===== src/rtl/money_pkg.sv =====
// rtl/money_pkg.sv - shared state encoding, default rates and class indices for money_accumulator
package money_pkg;

    typedef enum logic [1:0] {
        IDLE   = 2'd0,
        CALC   = 2'd1,
        PAYOUT = 2'd2,
        CLEAR  = 2'd3
    } state_e;

    localparam int RATE_250ML  = 1;
    localparam int RATE_500ML  = 2;
    localparam int RATE_1250ML = 3;

    localparam int CLS_250ML  = 0;
    localparam int CLS_500ML  = 1;
    localparam int CLS_1250ML = 2;

endpackage


===== src/rtl/bottle_class_counter.sv =====
// rtl/bottle_class_counter.sv - saturating per-class bottle counter with sticky overflow flag
module bottle_class_counter #(
    parameter int CNT_W = 12
) (
    input  logic             clk,
    input  logic             rst_n,
    input  logic             inc_i,
    input  logic             clr_i,
    output logic [CNT_W-1:0] count_o,
    output logic             sat_o
);

    logic [CNT_W-1:0] cnt_q;
    logic             sat_q;

    // sat flags a bottle that arrived while the count was already pinned at max
    always_ff @(posedge clk or negedge rst_n) begin
        if (!rst_n) begin
            cnt_q <= '0;
            sat_q <= 1'b0;
        end else if (clr_i) begin
            cnt_q <= '0;
            sat_q <= 1'b0;
        end else if (inc_i) begin
            if (&cnt_q) begin
                sat_q <= 1'b1;
            end else begin
                cnt_q <= cnt_q + 1'b1;
            end
        end
    end

    assign count_o = cnt_q;
    assign sat_o   = sat_q;

endmodule


===== src/rtl/money_accumulator.sv =====
// rtl/money_accumulator.sv - per-class bottle counting and serial credit MAC; MONEY_AUDIT_EN adds audit counters
module money_accumulator
    import money_pkg::*;
#(
    parameter int NUM_CLASSES = 3,
    parameter int CNT_W       = 12,
    parameter int RATE_W      = 4,
    parameter int MONEY_W     = 16,
    localparam int CLS_W      = (NUM_CLASSES > 1) ? $clog2(NUM_CLASSES) : 1
) (
    input  logic                          clk,
    input  logic                          rst_n,
    input  logic                          bottle_valid,
    input  logic [CLS_W-1:0]              bottle_class,
    output logic                          bottle_ready,
    input  logic [NUM_CLASSES*RATE_W-1:0] rate_table,
    input  logic                          payout_req,
    output logic                          money_valid,
    input  logic                          money_ready,
    output logic [MONEY_W-1:0]            money_out,
    output logic                          money_sat,
`ifdef MONEY_AUDIT_EN
    output logic [31:0]                   audit_total,
    output logic [15:0]                   audit_payouts,
`endif
    output logic [NUM_CLASSES*CNT_W-1:0]  class_count
);

    localparam int PROD_W = CNT_W + RATE_W;
    localparam int SUM_W  = ((MONEY_W > PROD_W) ? MONEY_W : PROD_W) + 1;
    localparam logic [CLS_W-1:0] LAST_IDX = CLS_W'(NUM_CLASSES - 1);

    state_e               state_q, state_d;
    logic [CLS_W-1:0]     idx_q, idx_d;
    logic [MONEY_W-1:0]   acc_q, acc_d;
    logic                 csat_q, csat_d;
    logic                 valid_q, valid_d;

    logic [CNT_W-1:0]     cnt      [NUM_CLASSES];
    logic [RATE_W-1:0]    rate     [NUM_CLASSES];
    logic [NUM_CLASSES-1:0] cnt_sat;
    logic [PROD_W-1:0]    prod;
    logic [SUM_W-1:0]     sum;

    for (genvar gi = 0; gi < NUM_CLASSES; gi++) begin : g_cls
        localparam logic [CLS_W-1:0] ID = CLS_W'(gi);

        assign rate[gi] = rate_table[gi*RATE_W +: RATE_W];
        assign class_count[gi*CNT_W +: CNT_W] = cnt[gi];

        // out-of-range class indices match no instance and vanish silently
        bottle_class_counter #(.CNT_W(CNT_W)) u_cnt (
            .clk    (clk),
            .rst_n  (rst_n),
            .inc_i  (bottle_valid && (state_q == IDLE) && (bottle_class == ID)),
            .clr_i  (state_q == CLEAR),
            .count_o(cnt[gi]),
            .sat_o  (cnt_sat[gi])
        );
    end

    assign prod = PROD_W'(cnt[idx_q]) * PROD_W'(rate[idx_q]);
    assign sum  = SUM_W'(acc_q) + SUM_W'(prod);

    always_comb begin
        state_d = state_q;
        idx_d   = idx_q;
        acc_d   = acc_q;
        csat_d  = csat_q;
        valid_d = valid_q;
        case (state_q)
            IDLE: begin
                if (payout_req) begin
                    state_d = CALC;
                    idx_d   = '0;
                    acc_d   = '0;
                end
            end
            CALC: begin
                if (|sum[SUM_W-1:MONEY_W]) begin
                    acc_d  = '1;
                    csat_d = 1'b1;
                end else begin
                    acc_d = sum[MONEY_W-1:0];
                end
                if (idx_q == LAST_IDX) begin
                    state_d = PAYOUT;
                    valid_d = 1'b1;
                end else begin
                    idx_d = idx_q + 1'b1;
                end
            end
            PAYOUT: begin
                if (money_ready) begin
                    state_d = CLEAR;
                    valid_d = 1'b0;
                end
            end
            default: begin
                state_d = IDLE;
                idx_d   = '0;
                acc_d   = '0;
                csat_d  = 1'b0;
            end
        endcase
    end

    always_ff @(posedge clk or negedge rst_n) begin
        if (!rst_n) begin
            state_q <= IDLE;
            idx_q   <= '0;
            acc_q   <= '0;
            csat_q  <= 1'b0;
            valid_q <= 1'b0;
        end else begin
            state_q <= state_d;
            idx_q   <= idx_d;
            acc_q   <= acc_d;
            csat_q  <= csat_d;
            valid_q <= valid_d;
        end
    end

`ifdef MONEY_AUDIT_EN
    logic [31:0] aud_total_q;
    logic [15:0] aud_pay_q;
    logic [32:0] aud_sum;

    assign aud_sum = {1'b0, aud_total_q} + 33'(acc_q);

    always_ff @(posedge clk or negedge rst_n) begin
        if (!rst_n) begin
            aud_total_q <= '0;
            aud_pay_q   <= '0;
        end else if (valid_q && money_ready) begin
            aud_total_q <= aud_sum[32] ? '1 : aud_sum[31:0];
            aud_pay_q   <= aud_pay_q + 1'b1;
        end
    end

    assign audit_total   = aud_total_q;
    assign audit_payouts = aud_pay_q;
`endif

    assign bottle_ready = (state_q == IDLE);
    assign money_valid  = valid_q;
    assign money_out    = acc_q;
    assign money_sat    = csat_q | (|cnt_sat);

endmodule


===== config.mk =====
export PLATFORM = sky130hd
export DESIGN_NAME = money_accumulator
export DESIGN_NICKNAME = d
export VERILOG_FILES = /design/src/rtl/money_pkg.sv /design/src/rtl/bottle_class_counter.sv /design/src/rtl/money_accumulator.sv
export SDC_FILE = /design/constraint.sdc
export NUM_CORES = 1
export LEC_CHECK = 0
export BUFFER_PORTS_ARGS = -buffer_cell sky130_fd_sc_hd__buf_2
export CORE_UTILIZATION = 45
export CTS_BUF_LIST = sky130_fd_sc_hd__clkbuf_4
export CTS_CLUSTER_DIAMETER = 120
export CTS_CLUSTER_SIZE = 30
export DETAILED_ROUTE_END_ITERATION = 10
export HOLD_SLACK_MARGIN = 0.1
export PLACE_DENSITY = 0.67
export SLEW_MARGIN = 15
export SYNTH_ARGS = -nofsm -noshare
export SYNTH_HDL_FRONTEND = slang
export SYNTH_SLANG_ARGS = --single-unit

===== constraint.sdc =====
create_clock -name clk -period 5 [get_ports clk]
set_input_delay 0.25 -clock clk [delete_from_list [all_inputs] [get_ports clk]]
set_output_delay 0.25 -clock clk [all_outputs]
set_load 0.005 [all_outputs]

After elaboration in Yosys (flattened, before gate mapping)
Cells that the tools add are included. W data, S select, Z words.

Add/sub/neg operators: 5. Multipliers: 1. Divide/modulo/power cells: 0. Order comparisons: 1. Equal/unequal tests: 14. Shift-type cells: 0. Muxes and demuxes: 39. Bitwise logic cells: 4. Reduce and logical (&&, ||, !) cells: 29.

Operators with widths (count): $mux W12 (11); $pmux W16 S3 (1); $add A12 B1 Y12 const B (3); $reduce_and A12 Y1 (3); $mux W16 (2); $bmux W12 S2 (1); $add A16 B16 Y17 (1); $mul A12 B4 Y16 (1); $reduce_and A2 Y1 (8); $reduce_bool A2 Y1 (7); $mux W1 (12); $ne A2 B2 Y1 const B (6); $pmux W2 S3 (2); $mux W2 (5); $reduce_and A3 Y1 (3); $bmux W4 S2 (1); $eq A2 B2 Y1 const B (4); $mux W4 (2); $eq A2 B1 Y1 const B (2); $logic_and A1 B1 Y1 (4); $logic_not A2 Y1 (2); $ne A2 B1 Y1 const B (2); $pmux W1 S2 (2); $ge A3 B3 Y1 const B (1); other kinds (6) (7).

Register bits: 61. Latch bits: 0. Bits in writable memories: 0. Memory bits (read-only): 0. Input port bits: 19. Output and inout port bits: 55. Logic and storage cells: 104. Memories: 0.

Longest topological paths before layout
Depth after elaboration: 8. Mapped depth: 21. Mapped depth without buffers: 17.

Cells and area by module
From an unflattened synthesis, not the netlist that was laid out.

Cells, all modules: 616. Area total of the unflattened synthesis: 5338.9 µm².

Modules (own cells, without submodules): money_accumulator (instances 1, cells an instance 403, area each 3248.1 µm², sequential area each 550.5 µm²); bottle_class_counter (instances 3, cells an instance 71, area each 696.9 µm², sequential area each 325.3 µm²).

Worst setup path after synthesis
Ideal clock, no wire load.

Kind: register -> register. From: reg idx_q[1]. To: reg acc_q[7], in the netlist money_out[7]. Setup time: 0.083 ns. Arrival time: 4.729 ns. Required time: 4.917 ns. Setup slack: 0.188 ns. Cell stages (with the launch flop): 20. Path buffers: 3. Period minus slack after synthesis: 4.812 ns. Cells stage by stage: dfrtp_1 buf_2 buf_2 mux2i_1 nor2_1 a21oi_1 nor2_1 fa_1 fa_1 inv_1 fa_1 inv_1 ha_1 a21oi_1 o211ai_2 or4b_4 o211ai_4 buf_6 nor2_2 o22ai_2.

Word-level cells in the longest chain between the ends: 8. Elaborated cells on any way between the ends: 11. Those cells by class: add/sub: 1; mul: 1; mux: 8; bitwise: 1.

Ends and longest elaborated chain: from (decl) (line money_accumulator.sv:34) `logic [CLS_W-1:0] idx_q, idx_d;`; from (signal assigned) (line money_accumulator.sv:117) `idx_q <= idx_d;`; $not A2 Y3 (implied by the code) * (line money_accumulator.sv:62) `assign prod = PROD_W'(cnt[idx_q]) * PROD_W'(rate[idx_q]);`; $bmux W12 S2 / $bmux W4 S2 (equally long branches) (line money_accumulator.sv:62); $mux W12 (implied by the code) / $mux W4 (equally long branches) (2 in series) (line money_accumulator.sv:62); $mul A12 B4 Y16 * (line money_accumulator.sv:62); $add A16 B16 Y17 * (line money_accumulator.sv:63) `assign sum = SUM_W'(acc_q) + SUM_W'(prod);`; $mux W16 * (line money_accumulator.sv:80) `if (|sum[SUM_W-1:MONEY_W]) begin`; $pmux W16 S3 * (line money_accumulator.sv:71) `case (state_q)`; to (signal assigned) (line money_accumulator.sv:112) `acc_q <= '0;`; to (signal assigned) (line money_accumulator.sv:118) `acc_q <= acc_d;`; to (decl) (line money_accumulator.sv:35) `logic [MONEY_W-1:0] acc_q, acc_d;`.

Mark *: on every way between the ends. The rest lies on a longest branch, timed or not. The select of a mux whose other input is x is not followed. A chain may end at the register's enable or synchronous reset.

Worst setup path after layout
From: reg idx_q[1]. To: reg acc_q[12], in the netlist money_out[12].

Same word-level chain as after synthesis.

==> impl_metrics.sql <==
INSERT INTO impl_metrics (metric_group, metric, value, unit) VALUES
('drt', 'dr_total_vias', '4611', ''),
('logic_synthesis', 'yosysUniqueCellTypes', '54', ''),
('sta', 'tightest_slew', '0.787', 'ns'),
('critical_path', 'r2r_cells', '19', ''),
('power', 'max-vdd-ir-drop', '0.325', 'mV'),
('clocking', 'clkSinkCount', '61', ''),
('worst_hold_path', 'hold_depth', '4', ''),
('critical_path', 'worstPathCellList', 'buf_6, mux2i_1, nor2_1, a21oi_2, buf_6, nor2_1, fa_1, fa_1, inv_1, fa_1, inv_1, ha_2, nand4_1, o211ai_4, or4b_4, o211ai_4, buf_6, nand3_1, o211ai_1', ''),
('logic_synthesis', 'post_synthesis_async_set_or_reset_flop_share', '100', '%'),
('job', 'timing.max_cap.violations', '0', ''),
('critical_path', 'critPathArrivalTime', '5.19', 'ns'),
('sta', 'final.hold.worst_slack', '0.132', 'ns'),
('placement', 'dp_area', '0.00591', 'mm²'),
('global_routing', 'antenna_found_initial', '0', ''),
('critical_path', 'r2r_slack', '0.20', 'ns'),
('clocking', 'cts.clk_slew.worst_paths', '0.13', 'ns'),
('logic_synthesis', 'post_synth_instance_area', '0.00535', 'mm²'),
('run_status', 'status', 'finished with violations', ''),
('drt', 'drt_drc_violations_left', '8', ''),
('sta', 'fin_skew', '0.0303', 'ns'),
('floorplan', 'initial_utilization', '46.5', '%'),
('sta', 'timing_max_transition_violations_final', '0', ''),
('global_routing', 'grt_pass1_wl', '21900', 'µm'),
('logic_synthesis', 'synth-seq-cells', '61', ''),
('drt', 'wire_per_inst', '15.3', 'µm'),
('critical_path', 'critical_path.reg2reg.startpoint', 'idx_q[1]', ''),
('critical_path', 'worstPathRequired', '5.39', 'ns'),
('logic_synthesis', 'synth-warning-count', '0', ''),
('placement', 'gp_congestion', '0.883', ''),
('clocking', 'cts_root_buffer', 'sky130_fd_sc_hd__clkbuf_4', ''),
('global_routing', 'grt_pass1_vias', '4470', ''),
('placement', 'portBuffers', '73', ''),
('critical_path', 'timing.critical_path.to_type', 'flop', ''),
('finish', 'finalNetCount', '784', ''),
('floorplan', 'die_h', '111', 'µm'),
('clocking', 'ctsLongestPathBuffers', '2', ''),
('floorplan', 'core_region_area', '0.0115', 'mm²'),
('logic_synthesis', 'number_of_enable_type_register_cells_in_the_synthesized_netlist', '0', ''),
('worst_hold_path', 'launch_instance_of_the_worst_min_delay_path', 'money_ready', ''),
('critical_path', 'crit_path_start_kind', 'flop', ''),
('clocking', 'cts_htree_levels', '3', ''),
('sta', 'finalWorstPathRequiredPeriod', '4.80', 'ns'),
('drt', 'drtPass1Iterations', '8', ''),
('critical_path', 'path_delay_family', 'adder cells', ''),
('global_routing', 'overflow', '0', ''),
('floorplan', 'top_level_i_o_count', '74', ''),
('placement', 'dp_hpwl', '9840', 'µm'),
('floorplan', 'rows', '39', ''),
('worst_hold_path', 'timing.hold.worst_endpoint', 'money_valid', ''),
('critical_path', 'critical_path.n_buffers_inverters', '5', ''),
('clocking', 'insertion_delay', '0.46', 'ns'),
('finish', 'diodes', '0', ''),
('logic_synthesis', 'mean_instance_size_in_the_synthesized_netlist', '8.70', 'µm²'),
('critical_path', 'crit_path_top_delay_cell', 'sky130_fd_sc_hd__fa_1', ''),
('sta', 'report.final.hold_viol_count', '0', ''),
('logic_synthesis', 'netlist_instances', '615', ''),
('finish', 'area.growth.synth_to_final', '17.5', '%'),
('critical_path', 'criticalPathCategory', 'reg -> reg', ''),
('drt', 'vias_per_cell', '5.44', ''),
('logic_synthesis', 'dominantRegCellSynth', 'sky130_fd_sc_hd__dfrtp_1', ''),
('drt', 'post_route_antenna_net_violation_count', '0', ''),
('clocking', 'tritoncts_clock_tree', 'yes', ''),
('logic_synthesis', 'synth_net_count', '700', ''),
('sta', 'min_period_over_period', '95.9', '%'),
('drt', 'routed_wirelength', '12900', 'µm'),
('power', 'power_density', '319', 'mW/mm²'),
('run_status', 'failed_checks', 'design-rule violations', ''),
('sta', 'setup_viol', '0', ''),
('drt', 'dr.first_iter.drc_count', '296', ''),
('logic_synthesis', 'sequential_to_total_area_share_from_yosys_stat', '28.5', '%'),
('worst_hold_path', 'tightest_hold_check_type', 'in -> reg', '');
how the worst max path moves through the flow:
stage,startpoint,endpoint,cells past startpoint
2_1_floorplan,idx_q[1],money_out[7],19
3_3_place_gp,idx_q[1],money_out[14],17
3_5_place_dp,idx_q[1],money_out[1],18
4_1_cts,idx_q[1],money_out[1],18
5_1_grt,idx_q[1],money_out[12],19
6_report,idx_q[1],money_out[12],19
cells in the final DEF, fill, tap and decap left out, types with 9 or more instances in the layout:
cell,synthesis,routed
sky130_fd_sc_hd__a21oi_1,37,28
sky130_fd_sc_hd__xor2_1,15,15
sky130_fd_sc_hd__fa_1,33,33
sky130_fd_sc_hd__nand2_1,36,36
sky130_fd_sc_hd__nor2_1,114,113
sky130_fd_sc_hd__buf_2,5,74
sky130_fd_sc_hd__a21oi_2,1,9
sky130_fd_sc_hd__mux2i_1,19,19
sky130_fd_sc_hd__dfrtp_1,61,60
sky130_fd_sc_hd__clkbuf_4,0,10
sky130_fd_sc_hd__xnor2_1,28,28
sky130_fd_sc_hd__nor2_2,9,10
sky130_fd_sc_hd__o21ai_0,16,14
sky130_fd_sc_hd__nand3_1,14,14
sky130_fd_sc_hd__buf_4,0,12
sky130_fd_sc_hd__o22ai_2,10,10
sky130_fd_sc_hd__inv_1,76,76
sky130_fd_sc_hd__ha_1,33,29
area by class of cell:
type	instances	area [µm²]	share of cell area [%]
Clock buffer	10	75.1	1.19
Tap cell	143	179	2.84
Multi-Input combinational cell	456	3540	56.3
Clock inverter	6	87.6	1.39
Timing Repair Buffer	95	592	9.41
Sequential cell	61	1530	24.3
Inverter	76	285	4.53
kinds of logic (layout without fill, tap and decap cells):
family                     count (synthesis)  in the layout  share of synthesized area [%]
AOI/OAI and AO/OA                         98             98                           13.5
xor gates and xnor gates                  43             43                           7.04
adders and majority gates                 66             66                           20.1
buffers and inverters                     98            187                           7.27
DFF                                       61             61                           28.5
muxes                                     19             19                           3.55
and+or+nand+nor                          230            230                           20.1
synthesized netlist by cell type, types with 2 or more instances:
| cell type | number | area, µm² |
|---|---|---|
| sky130_fd_sc_hd__a211oi_1 | 2 | 15.0 |
| sky130_fd_sc_hd__a21o_1 | 5 | 37.5 |
| sky130_fd_sc_hd__a21oi_1 | 37 | 185 |
| sky130_fd_sc_hd__a31oi_1 | 2 | 12.5 |
| sky130_fd_sc_hd__and2_1 | 4 | 25.0 |
| sky130_fd_sc_hd__and3_1 | 8 | 50.1 |
| sky130_fd_sc_hd__and4_1 | 5 | 43.8 |
| sky130_fd_sc_hd__buf_2 | 5 | 25.0 |
| sky130_fd_sc_hd__buf_6 | 2 | 22.5 |
| sky130_fd_sc_hd__clkbuf_1 | 15 | 56.3 |
| sky130_fd_sc_hd__dfrtp_1 | 61 | 1530 |
| sky130_fd_sc_hd__fa_1 | 33 | 661 |
| sky130_fd_sc_hd__ha_1 | 33 | 413 |
| sky130_fd_sc_hd__inv_1 | 76 | 285 |
| sky130_fd_sc_hd__mux2i_1 | 19 | 190 |
| sky130_fd_sc_hd__nand2_1 | 36 | 135 |
| sky130_fd_sc_hd__nand3_1 | 14 | 70.1 |
| sky130_fd_sc_hd__nand4_1 | 6 | 37.5 |
| sky130_fd_sc_hd__nor2_1 | 114 | 428 |
| sky130_fd_sc_hd__nor2_2 | 9 | 56.3 |
| sky130_fd_sc_hd__nor3_1 | 8 | 40.0 |
| sky130_fd_sc_hd__nor4_1 | 6 | 37.5 |
| sky130_fd_sc_hd__nor4b_1 | 2 | 17.5 |
| sky130_fd_sc_hd__o2111a_1 | 2 | 22.5 |
| sky130_fd_sc_hd__o211ai_1 | 6 | 45.0 |
| sky130_fd_sc_hd__o21a_1 | 2 | 15.0 |
| sky130_fd_sc_hd__o21ai_0 | 16 | 80.1 |
| sky130_fd_sc_hd__o22ai_2 | 10 | 125 |
| sky130_fd_sc_hd__o31ai_1 | 3 | 22.5 |
| sky130_fd_sc_hd__or2_2 | 7 | 43.8 |
| sky130_fd_sc_hd__or3_1 | 3 | 18.8 |
| sky130_fd_sc_hd__xnor2_1 | 28 | 245 |
| sky130_fd_sc_hd__xor2_1 | 15 | 131 |
state kept, by name, summed over array words and instances, names as in the netlist:
name and count:
state_q 2, money_out 16, g_cls.u_cnt.sat_o 3, idx_q 2, g_cls.u_cnt.count_o 36, csat_q 1, money_valid 1
power breakdown:
part           switching, W  internal, W
Sequential        0.0000666     0.000554
Clock              0.000206     0.000208
Combinational      0.000600     0.000370
repair_timing:
| item | CTS | global route |
|---|---|---|
| gates resized for setup | 0 | 36 |
| endpoints found under the setup margin | 0 | 17 |
| hold buffers | 1 | 0 |
| setup buffers | 0 | 4 |
| hold endpoints to repair | 61 | 0 |
worst register-to-register path, stage by stage, from the launching register on:
cell and delay [ns]:
sky130_fd_sc_hd__dfrtp_2 0.44, sky130_fd_sc_hd__buf_6 0.13, sky130_fd_sc_hd__mux2i_1 0.21, sky130_fd_sc_hd__nor2_1 0.09
sky130_fd_sc_hd__a21oi_2 0.18, sky130_fd_sc_hd__buf_6 0.15, sky130_fd_sc_hd__nor2_1 0.06, sky130_fd_sc_hd__fa_1 0.49
sky130_fd_sc_hd__fa_1 0.55, sky130_fd_sc_hd__inv_1 0.05, sky130_fd_sc_hd__fa_1 0.50, sky130_fd_sc_hd__inv_1 0.04
sky130_fd_sc_hd__ha_2 0.31, sky130_fd_sc_hd__nand4_1 0.14, sky130_fd_sc_hd__o211ai_4 0.14, sky130_fd_sc_hd__or4b_4 0.55
sky130_fd_sc_hd__o211ai_4 0.31, sky130_fd_sc_hd__buf_6 0.16, sky130_fd_sc_hd__nand3_1 0.11, sky130_fd_sc_hd__o211ai_1 0.13
per-layer routing:
metal	track usage [%]	vias up	wire [µm]
met2	34.9	127	5980
met5	0	-	0
met4	6.67	0	250
met3	4.59	23	725
met1	31.0	2246	5990
li1	-	2215	-
per-stage QoR:
stage	util (%)	setup slack (ns)	TNS [ns]	power (W)	instances
6_report	54.6	0.204	0	0.00200	847
5_1_grt	54.6	-0.0215	-0.0815	0.00217	847
4_1_cts	52.8	0.00637	0	0.00197	840
3_5_place_dp	51.3	0.0857	0	0.00155	823
3_3_place_gp	51.3	0.148	0	0.00153	823
2_1_floorplan	-	0.188	0	0.00126	615
No activity file was read; power rests on OpenSTA's default activity.
